$ cat src/rtl/counter_pkg.sv
// Shared defaults and direction encodings for the cascaded digit counter.
package counter_pkg;
  localparam int DEF_DIGIT_W    = 4;
  localparam int DEF_NUM_DIGITS = 4;
  localparam logic DIR_UP   = 1'b1;
  localparam logic DIR_DOWN = 1'b0;
endpackage

$ cat src/rtl/digit_cell.sv
// One counter digit: value register with per-digit max, clamped load and a
// terminal-count flag that the parent ripples into the next digit's step.
module digit_cell
  import counter_pkg::*;
#(
  parameter int DIGIT_W = DEF_DIGIT_W
) (
  input  logic               clk,
  input  logic               rst,
  input  logic               clear,
  input  logic               load,
  input  logic [DIGIT_W-1:0] load_val,
  input  logic [DIGIT_W-1:0] max_val,
  input  logic               step,
  input  logic               dir,
  output logic [DIGIT_W-1:0] value,
  output logic               tc
);

  function automatic logic [DIGIT_W-1:0] clamp(input logic [DIGIT_W-1:0] v,
                                               input logic [DIGIT_W-1:0] m);
    return (v > m) ? m : v;
  endfunction

  // Terminal count is direction-aware: at max going up, at zero going down.
  assign tc = (dir == DIR_UP) ? (value == max_val) : (value == '0);

  always_ff @(posedge clk) begin
    if (rst) begin
      value <= '0;
    end else if (clear) begin
      value <= '0;
    end else if (load) begin
      value <= clamp(load_val, max_val);
    end else if (step) begin
      if (dir == DIR_UP) begin
        value <= (value == max_val) ? '0 : value + DIGIT_W'(1);
      end else begin
        value <= (value == '0) ? max_val : value - DIGIT_W'(1);
      end
    end
  end

endmodule

$ cat src/rtl/multi_digit_counter.sv
// Cascaded up/down digit counter with per-digit maxima, wrap or saturate
// on chain overflow/underflow, and a registered wrap pulse.
module multi_digit_counter
  import counter_pkg::*;
#(
  parameter int NUM_DIGITS = DEF_NUM_DIGITS,
  parameter int DIGIT_W    = DEF_DIGIT_W,
  parameter logic [NUM_DIGITS*DIGIT_W-1:0] MAX_VALS = {NUM_DIGITS{DIGIT_W'(9)}},
  parameter int WRAP_EN    = 1
) (
  input  logic                          clk,
  input  logic                          rst,
  input  logic                          flag,
  input  logic                          dir,
  input  logic                          clear,
  input  logic                          load,
  input  logic [NUM_DIGITS*DIGIT_W-1:0] load_val,
  output logic [NUM_DIGITS*DIGIT_W-1:0] digits,
  output logic                          wrap,
  output logic                          at_limit
);

  logic [NUM_DIGITS:0]   chain;
  logic [NUM_DIGITS-1:0] tc;
  logic                  sat_hold;

  // chain[i] is high when every digit below i sits at its terminal count.
  assign chain[0] = 1'b1;
  assign at_limit = chain[NUM_DIGITS];
  assign sat_hold = (WRAP_EN == 0) && at_limit;

  for (genvar g = 0; g < NUM_DIGITS; g++) begin : g_digit
    assign chain[g+1] = chain[g] & tc[g];

    digit_cell #(
      .DIGIT_W(DIGIT_W)
    ) u_cell (
      .clk     (clk),
      .rst     (rst),
      .clear   (clear),
      .load    (load),
      .load_val(load_val[g*DIGIT_W +: DIGIT_W]),
      .max_val (MAX_VALS[g*DIGIT_W +: DIGIT_W]),
      .step    (flag & chain[g] & ~sat_hold),
      .dir     (dir),
      .value   (digits[g*DIGIT_W +: DIGIT_W]),
      .tc      (tc[g])
    );
  end

  always_ff @(posedge clk) begin
    if (rst || clear || load) begin
      wrap <= 1'b0;
    end else begin
      wrap <= flag && at_limit && (WRAP_EN != 0);
    end
  end

endmodule

$ cat config.mk
export PLATFORM = sky130hd
export DESIGN_NAME = multi_digit_counter
export DESIGN_NICKNAME = d
export VERILOG_FILES = /design/src/rtl/counter_pkg.sv /design/src/rtl/digit_cell.sv /design/src/rtl/multi_digit_counter.sv
export SDC_FILE = /design/constraint.sdc
export NUM_CORES = 1
export LEC_CHECK = 0
export BUFFER_PORTS_ARGS = -buffer_cell sky130_fd_sc_hd__buf_4
export CAP_MARGIN = 20
export CORE_UTILIZATION = 60
export CTS_BUF_LIST = sky130_fd_sc_hd__clkbuf_16
export DETAILED_ROUTE_END_ITERATION = 12
export GPL_TIMING_DRIVEN = 0
export HOLD_SLACK_MARGIN = 0.15
export PLACE_DENSITY = 0.84
export RECOVER_POWER = 100
export SETUP_SLACK_MARGIN = 0.02
export SLEW_MARGIN = 5
export SYNTH_ARGS = -nofsm -noshare
export SYNTH_HDL_FRONTEND = slang
export SYNTH_HIERARCHICAL = 1
export SYNTH_SLANG_ARGS = --single-unit
$ cat constraint.sdc
create_clock -name clk -period 5.3 [get_ports clk]
set_input_delay 0 -clock clk [delete_from_list [all_inputs] [get_ports clk]]
set_output_delay 0 -clock clk [all_outputs]
set_load 0.01 [all_outputs]
==> out/qor.yml, run 1 <==
ctsResizeCount: 0
pwr-share-comb_pct: 43.0
pwr-share-clk_pct: 29.9
vias: 2482
htreeDepth: 1
finalSetupViolCount: 0
hold_path.class: "in2reg"
wl_per_cell_um: 12.9
switching_share_pct: 35.1
maxCapViolations: 0
place.gp.congestion: 0.830
nets: 459
path_class: "reg2reg"
reg2reg_from: "g_digit[0].u_cell/value[0]"
cts-root-buf: "clkbuf_16"
grt_pass1_wl_um: 10000
clk_latency_ns: 0.25
rows: 22
route.detailed.drc: 0
drtIter0Drc: 217
crit_fanout: 8
die_y_um: 65.8
fill_cells: 255
dp_hpwl_um: 4290
start_util_pct: 64.8
async_reset_ff_share_pct: 0
status: "finished, final reports clean"
post_cts.repair.setup_buffers: 0
crit_path_start: "g_digit[0].u_cell/value[0]"
grt.overflow.total: 0
layout_commonest_cell: "conb_1"
die_area_sq_mm: 0.00433
crit_path_start_kind: "flip-flop"
grt_pass1_vias: 2430
numClockSinks: 17
final_cell_mix: "conb_1 (57), inv_1 (27), ha_1 (24)"
rsz0062_at_grt: "false"
grt_max_degree: 30
fin_tns_setup_ns: 0
crit_required_ns: 5.43
intPower_uw: 343
post-route-util_pct: 83.7
track_usage_pct: 29.1
wl_um: 5940
finalCritPeriodShare_pct: 59.3
seq_area_frac_synth_pct: 13.9
fmax_mhz: 318
slew_viol_final: 0
ios: 40
antenna_found_initial: 0
yosysWarningCount: 6
cts_tree: "done"
io_buffers: 38
r2r_cells: 12
die_w_um: 65.8
synth_cell_types: 48
peakVddDrop_v: 0.000107
syn_area_per_cell_sq_um: 8.18
diodes: 0
drtAntennaViolNets: 0
hp-start: "load_val[9]"
power.switching_uw: 185
drive_gt1_share_pct: 15.0
holdPathStages: 3
numCtsBuffers: 3
fin_cells: 460
p_per_area_mw_per_mm2: 167
synthCells: 299
cts_max_path_buffers: 2
syn2layout_area_growth_pct: 29.1
drtPass1Iterations: 5
dp_cells: 440
ys_seq_elements: 17
avgViaCountPerCell: 5.40
core_sq_mm: 0.00377
fin_crit_ns: 3.14
synth_edf_count: 0
syn_area_sq_mm: 0.00244
skew_ns: 0.00175
leakagePower_uw: 0.00149
crit_arrival_ns: 3.28
crit_path_end_kind: "flip-flop"
power_frac_seq_pct: 27.1
clkSlewWorstSetupHoldPaths_ns: 0.06
finalHoldViolations: 0
ys.flop_type: "dfxtp_1"
## critical path, cell delays in order (launching register included)
cell	delay (ns)
dfxtp_1	0.33
clkbuf_1	0.20
inv_1	0.11
ha_1	0.22
nor3b_1	0.39
inv_1	0.11
mux2i_1	0.22
and2_0	0.17
nor2b_1	0.27
o311ai_0	0.18
a31oi_1	0.20
a211oi_1	0.06
dlygate4sd3_1	0.58
## logic make-up after synthesis
group                    synth area share, %
flip-flops                              13.9
AO/OA/AOI/OAI                           25.0
adder cells (fa/ha/maj)                 12.3
buffers and inverters                   10.2
XOR/XNOR                                8.60
AND/OR/NAND/NOR                         23.2
other                                  0.307
multiplexers                            6.55
## power groups by stage
stage | sequential (uW) | clock, uW | combinational [uW]
finish | 143 | 158 | 227
global route | 144 | 165 | 251
CTS | 143 | 159 | 230
detailed placement | 146 | 0 | 219
global placement | 146 | 0 | 211
floorplan | 148 | 0 | 160
## final cells by class
class	instances	area [sq um]	area share, %
Tap cell	48	60.1	1.90
Multi-Input combinational cell	294	2060	65.2
Inverter	27	101	3.21
Sequential cell	17	340	10.8
Timing Repair Buffer	54	378	12.0
Buffer	16	140	4.44
Clock buffer	3	75.1	2.38
Clock inverter	1	5.00	0.159
## sequential cells by signal (all words and copies together) (netlist names)
name / count
g_digit.u_cell/value: 16
wrap: 1
## cell usage after synthesis (5+ instances only)
cell | number | area (sq um)
a211oi_1 | 12 | 90.1
a21oi_1 | 21 | 105
buf_6 | 10 | 113
dfxtp_1 | 17 | 340
ha_1 | 24 | 300
inv_1 | 27 | 101
mux2i_1 | 16 | 160
nand2_1 | 7 | 26.3
nand2b_1 | 5 | 31.3
nand3_1 | 10 | 50.1
nand4_1 | 5 | 31.3
nor2_1 | 10 | 37.5
nor2b_1 | 10 | 62.6
nor3_1 | 5 | 25.0
o21ai_0 | 20 | 100
or3_1 | 6 | 37.5
xnor2_1 | 17 | 149
xor2_1 | 7 | 61.3
## final timing paths
path	slack (ns)	end
worst min-delay path	0.15	g_digit[2].u_cell/value[1]
worst max-delay path	2.16	g_digit[1].u_cell/value[1]
worst max register to register	2.16	g_digit[1].u_cell/value[1]
worst min register to register	0.68	g_digit[0].u_cell/value[1]
## per-stage QoR
step	worst slack (ns)	hold slack, ns	total power, uW	cell area [sq um]
floorplan	3.21	0.0910	308	2650
global placement	2.94	0.322	357	3000
detailed placement	2.83	0.324	365	3000
CTS	2.48	0.152	532	3240
global route	1.82	0.165	560	3160
finish	2.16	0.155	528	3160
## per-layer routing
metal / share of wire (%) / up-vias / GRT usage [%]
li1: - / 1255 / -
met1: 45 / 1144 / 34.7
met2: 50 / 77 / 53.6
met3: 4.6 / 6 / 3.28
met4: 0.66 / 0 / 8.70
met5: 0 / - / 0
## timing repair
| action | 4_1_cts | 5_1_grt |
|---|---|---|
| setup endpoints to repair | 0 | 0 |
| hold buffers | 16 | 0 |
| hold endpoints to repair | 16 | 0 |
(Power assumes the default switching activity.)
==> inputs of run 2 (changes only) <==
--- a/config.mk
+++ b/config.mk
@@ -7,12 +7,12 @@
 export LEC_CHECK = 0
 export BUFFER_PORTS_ARGS = -buffer_cell sky130_fd_sc_hd__buf_4
 export CAP_MARGIN = 20
-export CORE_UTILIZATION = 60
+export CORE_UTILIZATION = 52
 export CTS_BUF_LIST = sky130_fd_sc_hd__clkbuf_16
 export DETAILED_ROUTE_END_ITERATION = 12
 export GPL_TIMING_DRIVEN = 0
 export HOLD_SLACK_MARGIN = 0.15
-export PLACE_DENSITY = 0.84
+export PLACE_DENSITY = 0.77
 export RECOVER_POWER = 100
 export SETUP_SLACK_MARGIN = 0.02
 export SLEW_MARGIN = 5
==> constraint.sdc (replaced) <==
create_clock -name clk -period 2.85 [get_ports clk]
set_input_delay 0 -clock clk [delete_from_list [all_inputs] [get_ports clk]]
set_output_delay 0 -clock clk [all_outputs]
set_load 0.01 [all_outputs]
==> out/qor.yml, run 2 (synthesis results as in run 1) <==
route.detailed.drc: 4  # +4
grt_max_degree: 30  # unchanged
wl_per_cell_um: 12.3  # -4.4%
cp_slowest_stage_delay_ns: 0.55  # -0.03 ns
drtIter0Drc: 132  # -39%
cts-root-buf: "clkbuf_16"
dp_hpwl_um: 4270  # -0.61%
finalCritPeriodShare_pct: 91.0  # +32 points
track_usage_pct: 24.9  # -4.2 points
crit_path_end_kind: "flip-flop"
met2_usage_pct: 47.1  # -6.4 points
met1_usage_pct: 30.0  # -4.7 points
finalSetupViolCount: 0  # unchanged
post_cts.repair.setup_buffers: 0  # unchanged
vias: 2406  # -3.1%
p_per_area_mw_per_mm2: 310  # +85%
fin_tns_setup_ns: 0  # unchanged
leakagePower_uw: 0.00151  # +1.1%
largest_reg_flops: 16  # unchanged
syn2layout_area_growth_pct: 30.3
slew_viol_final: 0  # unchanged
nets: 460  # +0.22%
skew_ns: 0.00188  # +0.000134 ns
rsz0062_at_grt: "false"
cp_cell_sequence: "clkbuf_1, inv_1, ha_1, or3b_1, mux2i_1, and4_1, and4b_1, dlygate4sd3_1"
htreeDepth: 1  # unchanged
start_util_pct: 55.0  # -9.8 points
status: "complete, but fails checks"
core_sq_mm: 0.00444  # +18%
rows: 24  # +9.1%
top_register: "g_digit.u_cell/value"
hold_path.class: "in2reg"
numClockSinks: 17  # unchanged
path_class: "reg2reg"
crit_path_start_kind: "flip-flop"
layout_commonest_cell: "conb_1"
finalHoldViolations: 0  # unchanged
finalPower_uw: 988  # +87%
maxCapViolations: 0  # unchanged
avgViaCountPerCell: 5.17  # -4.1%
io_buffers: 38  # unchanged
fmax_mhz: 386  # +21%
clkSlewWorstSetupHoldPaths_ns: 0.06  # about the same
place.gp.congestion: 0.811  # -2.2%
numCtsBuffers: 3  # unchanged
die_area_sq_mm: 0.00498  # +15%
crit_arrival_ns: 2.79  # -0.49 ns
diodes: 0  # unchanged
grt_pass1_vias: 2454  # +0.99%
post-route-util_pct: 71.7  # -12 points
clk_latency_ns: 0.26  # about the same
hold-worst-slack_ns: 0.148  # -0.00702 ns
wl_um: 5740  # -3.4%
violations: "DRC"
grt_busiest_layer: "met2"
crit_required_ns: 3.05  # -2.38 ns
grt.overflow.total: 0  # unchanged
die_w_um: 70.6  # +7.2%
crit_fanout: 7  # -1
use_met3_pct: 3.13  # -0.14 points
fin_crit_ns: 2.59  # -0.549 ns
peakVddDrop_v: 0.000186  # +74%
fill_cells: 401  # +57%
drtPass1Iterations: 8  # +3
cts_max_path_buffers: 2  # unchanged
antenna_found_initial: 0  # unchanged
grt_pass1_wl_um: 10200  # +1.8%
die_y_um: 70.6  # +7.2%
largestRegisters: "g_digit.u_cell/value: 16 flops, wrap: 1 flops"
drive_gt1_share_pct: 15.3  # +0.21 points
slowest_stage: "dlygate4sd3_1"
final_cell_mix: "conb_1 (57), inv_1 (27), ha_1 (24)"
cts_tree: "done"
ios: 40  # unchanged
drtAntennaViolNets: 0  # unchanged
==> run 2: worst max-delay path: cells and delay by family (launching register included) <==
family        cells  cell delay [ns]
flops             1             0.32
fa+ha+maj         1             0.22
buf+inv           3             0.85
simple gates      3             0.94
mux               1             0.20
==> run 2: what timing repair did <==
| action | CTS | global route |
|---|---|---|
| endpoints found under the setup margin | 0 | 1 |
| gates resized for setup | 0 | 2 |
| hold buffers | 17 | 0 |
| hold endpoints to repair | 17 | 0 |
==> run 2: routing by layer <==
metal  vias to the layer above  wire length (um)  share of wire (%)
li1                       1263                 -                  -
met1                      1097              2590                 45
met2                        42              2920                 51
met3                         4               198                3.4
met4                         0                37               0.64
met5                         -                 0                  0
==> run 2: final cells by class <==
class                      count  area [sq um]  share of cell area (%)
buffer                        16           146                    4.59
clock buffer                   3          75.1                    2.36
clock inverter                 1          5.00                   0.157
inverter                      27           101                    3.18
multi-input combinational    294          2060                    64.7
sequential                    17           340                    10.7
tap                           52          65.1                    2.04
timing repair buffer          55           392                    12.3
==> run 2: final timing paths <==
check,endpoint,from,slack [ns],cells past startpoint
setup reg to reg,wrap,g_digit[2].u_cell/value[0],0.26,8
setup / recovery,wrap,g_digit[2].u_cell/value[0],0.26,8
hold reg to reg,g_digit[3].u_cell/value[1],g_digit[3].u_cell/value[1],0.68,2
hold / removal,g_digit[3].u_cell/value[0],load_val[12],0.15,3
==> run 2: stage by stage <==
stage	setup WS (ns)	instances	cell area (sq um)
floorplan	0.758	354	2650
global placement	0.487	444	3000
detailed placement	0.439	444	3000
CTS	0.197	465	3250
global route	0.0577	465	3190
finish	0.257	465	3190
==> run 2: where the power goes <==
part / leakage (uW) / total (uW) / switching [uW] / internal, uW
logic: 0.00133 / 421 / 220 / 201
clock network: 0.0000409 / 301 / 113 / 189
registers: 0.000139 / 266 / 14.8 / 251
total: 0.00151 / 988 / 348 / 641
==> inputs of run 3 (changes only) <==
--- a/config.mk
+++ b/config.mk
@@ -7,11 +7,13 @@
 export LEC_CHECK = 0
 export BUFFER_PORTS_ARGS = -buffer_cell sky130_fd_sc_hd__buf_4
 export CAP_MARGIN = 20
+export CORE_MARGIN = 5
 export CORE_UTILIZATION = 52
 export CTS_BUF_LIST = sky130_fd_sc_hd__clkbuf_16
 export DETAILED_ROUTE_END_ITERATION = 12
 export GPL_TIMING_DRIVEN = 0
 export HOLD_SLACK_MARGIN = 0.15
+export MAX_ROUTING_LAYER = met4
 export PLACE_DENSITY = 0.77
 export RECOVER_POWER = 100
 export SETUP_SLACK_MARGIN = 0.02
==> out/qor.yml, run 3 (synthesis results as in run 1) <==
status: "finished, final reports clean"
grt_pass1_vias: 2353  # -4.1%
largest_reg_flops: 16  # unchanged
fin_crit_ns: 2.61  # +0.0127 ns
layout_commonest_cell: "conb_1"
fill_cells: 418  # +4.2%
critPathMostFrequentCell: "inv_1"
dp_hpwl_um: 4250  # -0.29%
cts_max_path_buffers: 2  # unchanged
track_usage_pct: 19.9  # -4.9 points
crit_path_end_kind: "flip-flop"
maxCapViolations: 0  # unchanged
cts_tree: "done"
syn2layout_area_growth_pct: 30.0
die_w_um: 78.6  # +11%
htreeDepth: 1  # unchanged
numCtsBuffers: 3  # unchanged
start_util_pct: 52.8  # -2.2 points
nets: 460  # unchanged
fin_tns_setup_ns: 0  # unchanged
skew_ns: 0.00380  # +0.00191 ns
fmax_mhz: 384  # -0.49%
core_sq_mm: 0.00463  # +4.2%
crit_arrival_ns: 2.80  # about the same
numClockSinks: 17  # unchanged
route.detailed.drc: 0  # -4
clk_latency_ns: 0.25  # about the same
diodes: 0  # unchanged
drive_gt1_share_pct: 15.3  # unchanged
crit_path_start: "g_digit[0].u_cell/value[0]"
wl_um: 5570  # -3.0%
max_slew.worst_pin.slew_ns: 0.643
largestRegisters: "g_digit.u_cell/value: 16 flops, wrap: 1 flops"
crit_family: "buffers and inverters"
die_area_sq_mm: 0.00617  # +24%
antenna_found_initial: 0  # unchanged
reg2reg_from: "g_digit[0].u_cell/value[0]"
crit_fanout: 8  # +1
drtAntennaViolNets: 0  # unchanged
crit_path_start_kind: "flip-flop"
grt_max_degree: 30  # unchanged
path_buf_inv: 4  # +1
finalCritPeriodShare_pct: 91.4  # +0.44 points
top_register: "g_digit.u_cell/value"
crit_required_ns: 3.05  # about the same
peakVddDrop_v: 0.000207  # +11%
slowest_stage: "dlygate4sd3_1"
path_class: "reg2reg"
drtPass1Iterations: 4  # -4
p_per_area_mw_per_mm2: 307  # -1.1%
finalHoldViolations: 0  # unchanged
io_buffers: 38  # unchanged
cts-root-buf: "clkbuf_16"
fin_cells: 467  # +0.43%
slew_headroom_pct: 56.8
final_cell_mix: "conb_1 (57), inv_1 (27), ha_1 (24)"
rows: 25  # +4.2%
avgViaCountPerCell: 5.21  # +0.77%
rsz0062_at_grt: "false"
wl_per_cell_um: 11.9  # -3.4%
cp_slowest_stage_delay_ns: 0.58  # +0.03 ns
finalSetupViolCount: 0  # unchanged
dp_cells: 446  # +0.45%
grt_pass1_wl_um: 10100  # -0.88%
drtIter0Drc: 89  # -33%
slew_viol_final: 0  # unchanged
leakagePower_uw: 0.00150  # -0.63%
postLayoutCellArea_sq_mm: 0.00318  # -0.27%
postPlaceCellArea_sq_mm: 0.00300  # about the same
vias: 2435  # +1.2%
die_y_um: 78.6  # +11%
clkSlewWorstSetupHoldPaths_ns: 0.06  # about the same
ios: 40  # unchanged
hold_path.class: "in2reg"
hp-start: "load_val[4]"
cp_cell_sequence: "buf_6, inv_1, ha_1, nor3b_2, inv_1, mux2i_1, and3_1, or2_2, o211ai_1, a211oi_1, dlygate4sd3_1"
grt.overflow.total: 0  # unchanged
place.gp.congestion: 0.868  # +7.0%
-- run 3: layout make-up --
cell class	instances	area [sq um]	area share (%)
plain buffers	16	146	4.61
clock buffers	3	75.1	2.36
clock inverters	1	5.00	0.157
inverters	27	101	3.19
multi-input cells	294	2050	64.5
flip-flops and latches	17	340	10.7
well taps	54	67.6	2.13
repair buffers	55	392	12.3
-- run 3: metal layers --
metal	GRT usage (%)	vias to the layer above	wire length, um
met5	-	-	0
met4	4.20	0	58
met3	3.21	8	269
met2	34.9	55	2760
met1	24.0	1114	2480
li1	-	1258	-
-- run 3: power breakdown --
group	switching [uW]	internal (uW)	total, uW
Clock	111	189	299
Combinational	213	197	410
Sequential	14.8	251	266
Total	339	636	975
-- run 3: path summary, 6_finish.rpt --
check                                     to  slack, ns  depth (start not counted)
hold / removal    g_digit[1].u_cell/value[0]       0.15                          3
hold reg to reg   g_digit[0].u_cell/value[1]       0.68                          2
setup / recovery  g_digit[2].u_cell/value[3]       0.24                         11
setup reg to reg  g_digit[2].u_cell/value[3]       0.24                         11
-- run 3: stage by stage --
stage / power (uW) / hold WS, ns / util, % / worst slack, ns
after floorplan: 572 / 0.0910 / - / 0.758
after global placement: 664 / 0.319 / 64.9 / 0.491
after detailed placement: 675 / 0.325 / 64.9 / 0.443
after CTS: 991 / 0.157 / 70.3 / 0.213
after global routing: 1050 / 0.182 / 68.6 / 0.0380
final: 975 / 0.148 / 68.6 / 0.244
-- run 3: worst reg2reg max path, stage by stage (launching register included) --
cell and delay (ns):
dfxtp_1 0.33, buf_6 0.14, inv_1 0.05, ha_1 0.19
nor3b_2 0.27, inv_1 0.09, mux2i_1 0.21, and3_1 0.24
or2_2 0.16, o211ai_1 0.09, a211oi_1 0.19, dlygate4sd3_1 0.58
-- run 3: what timing repair did --
action,CTS,global route
resized for setup,0,1
endpoints found under the hold margin,17,0
buffers inserted,0,0
hold buffers,17,0
endpoints found under the setup margin,0,1
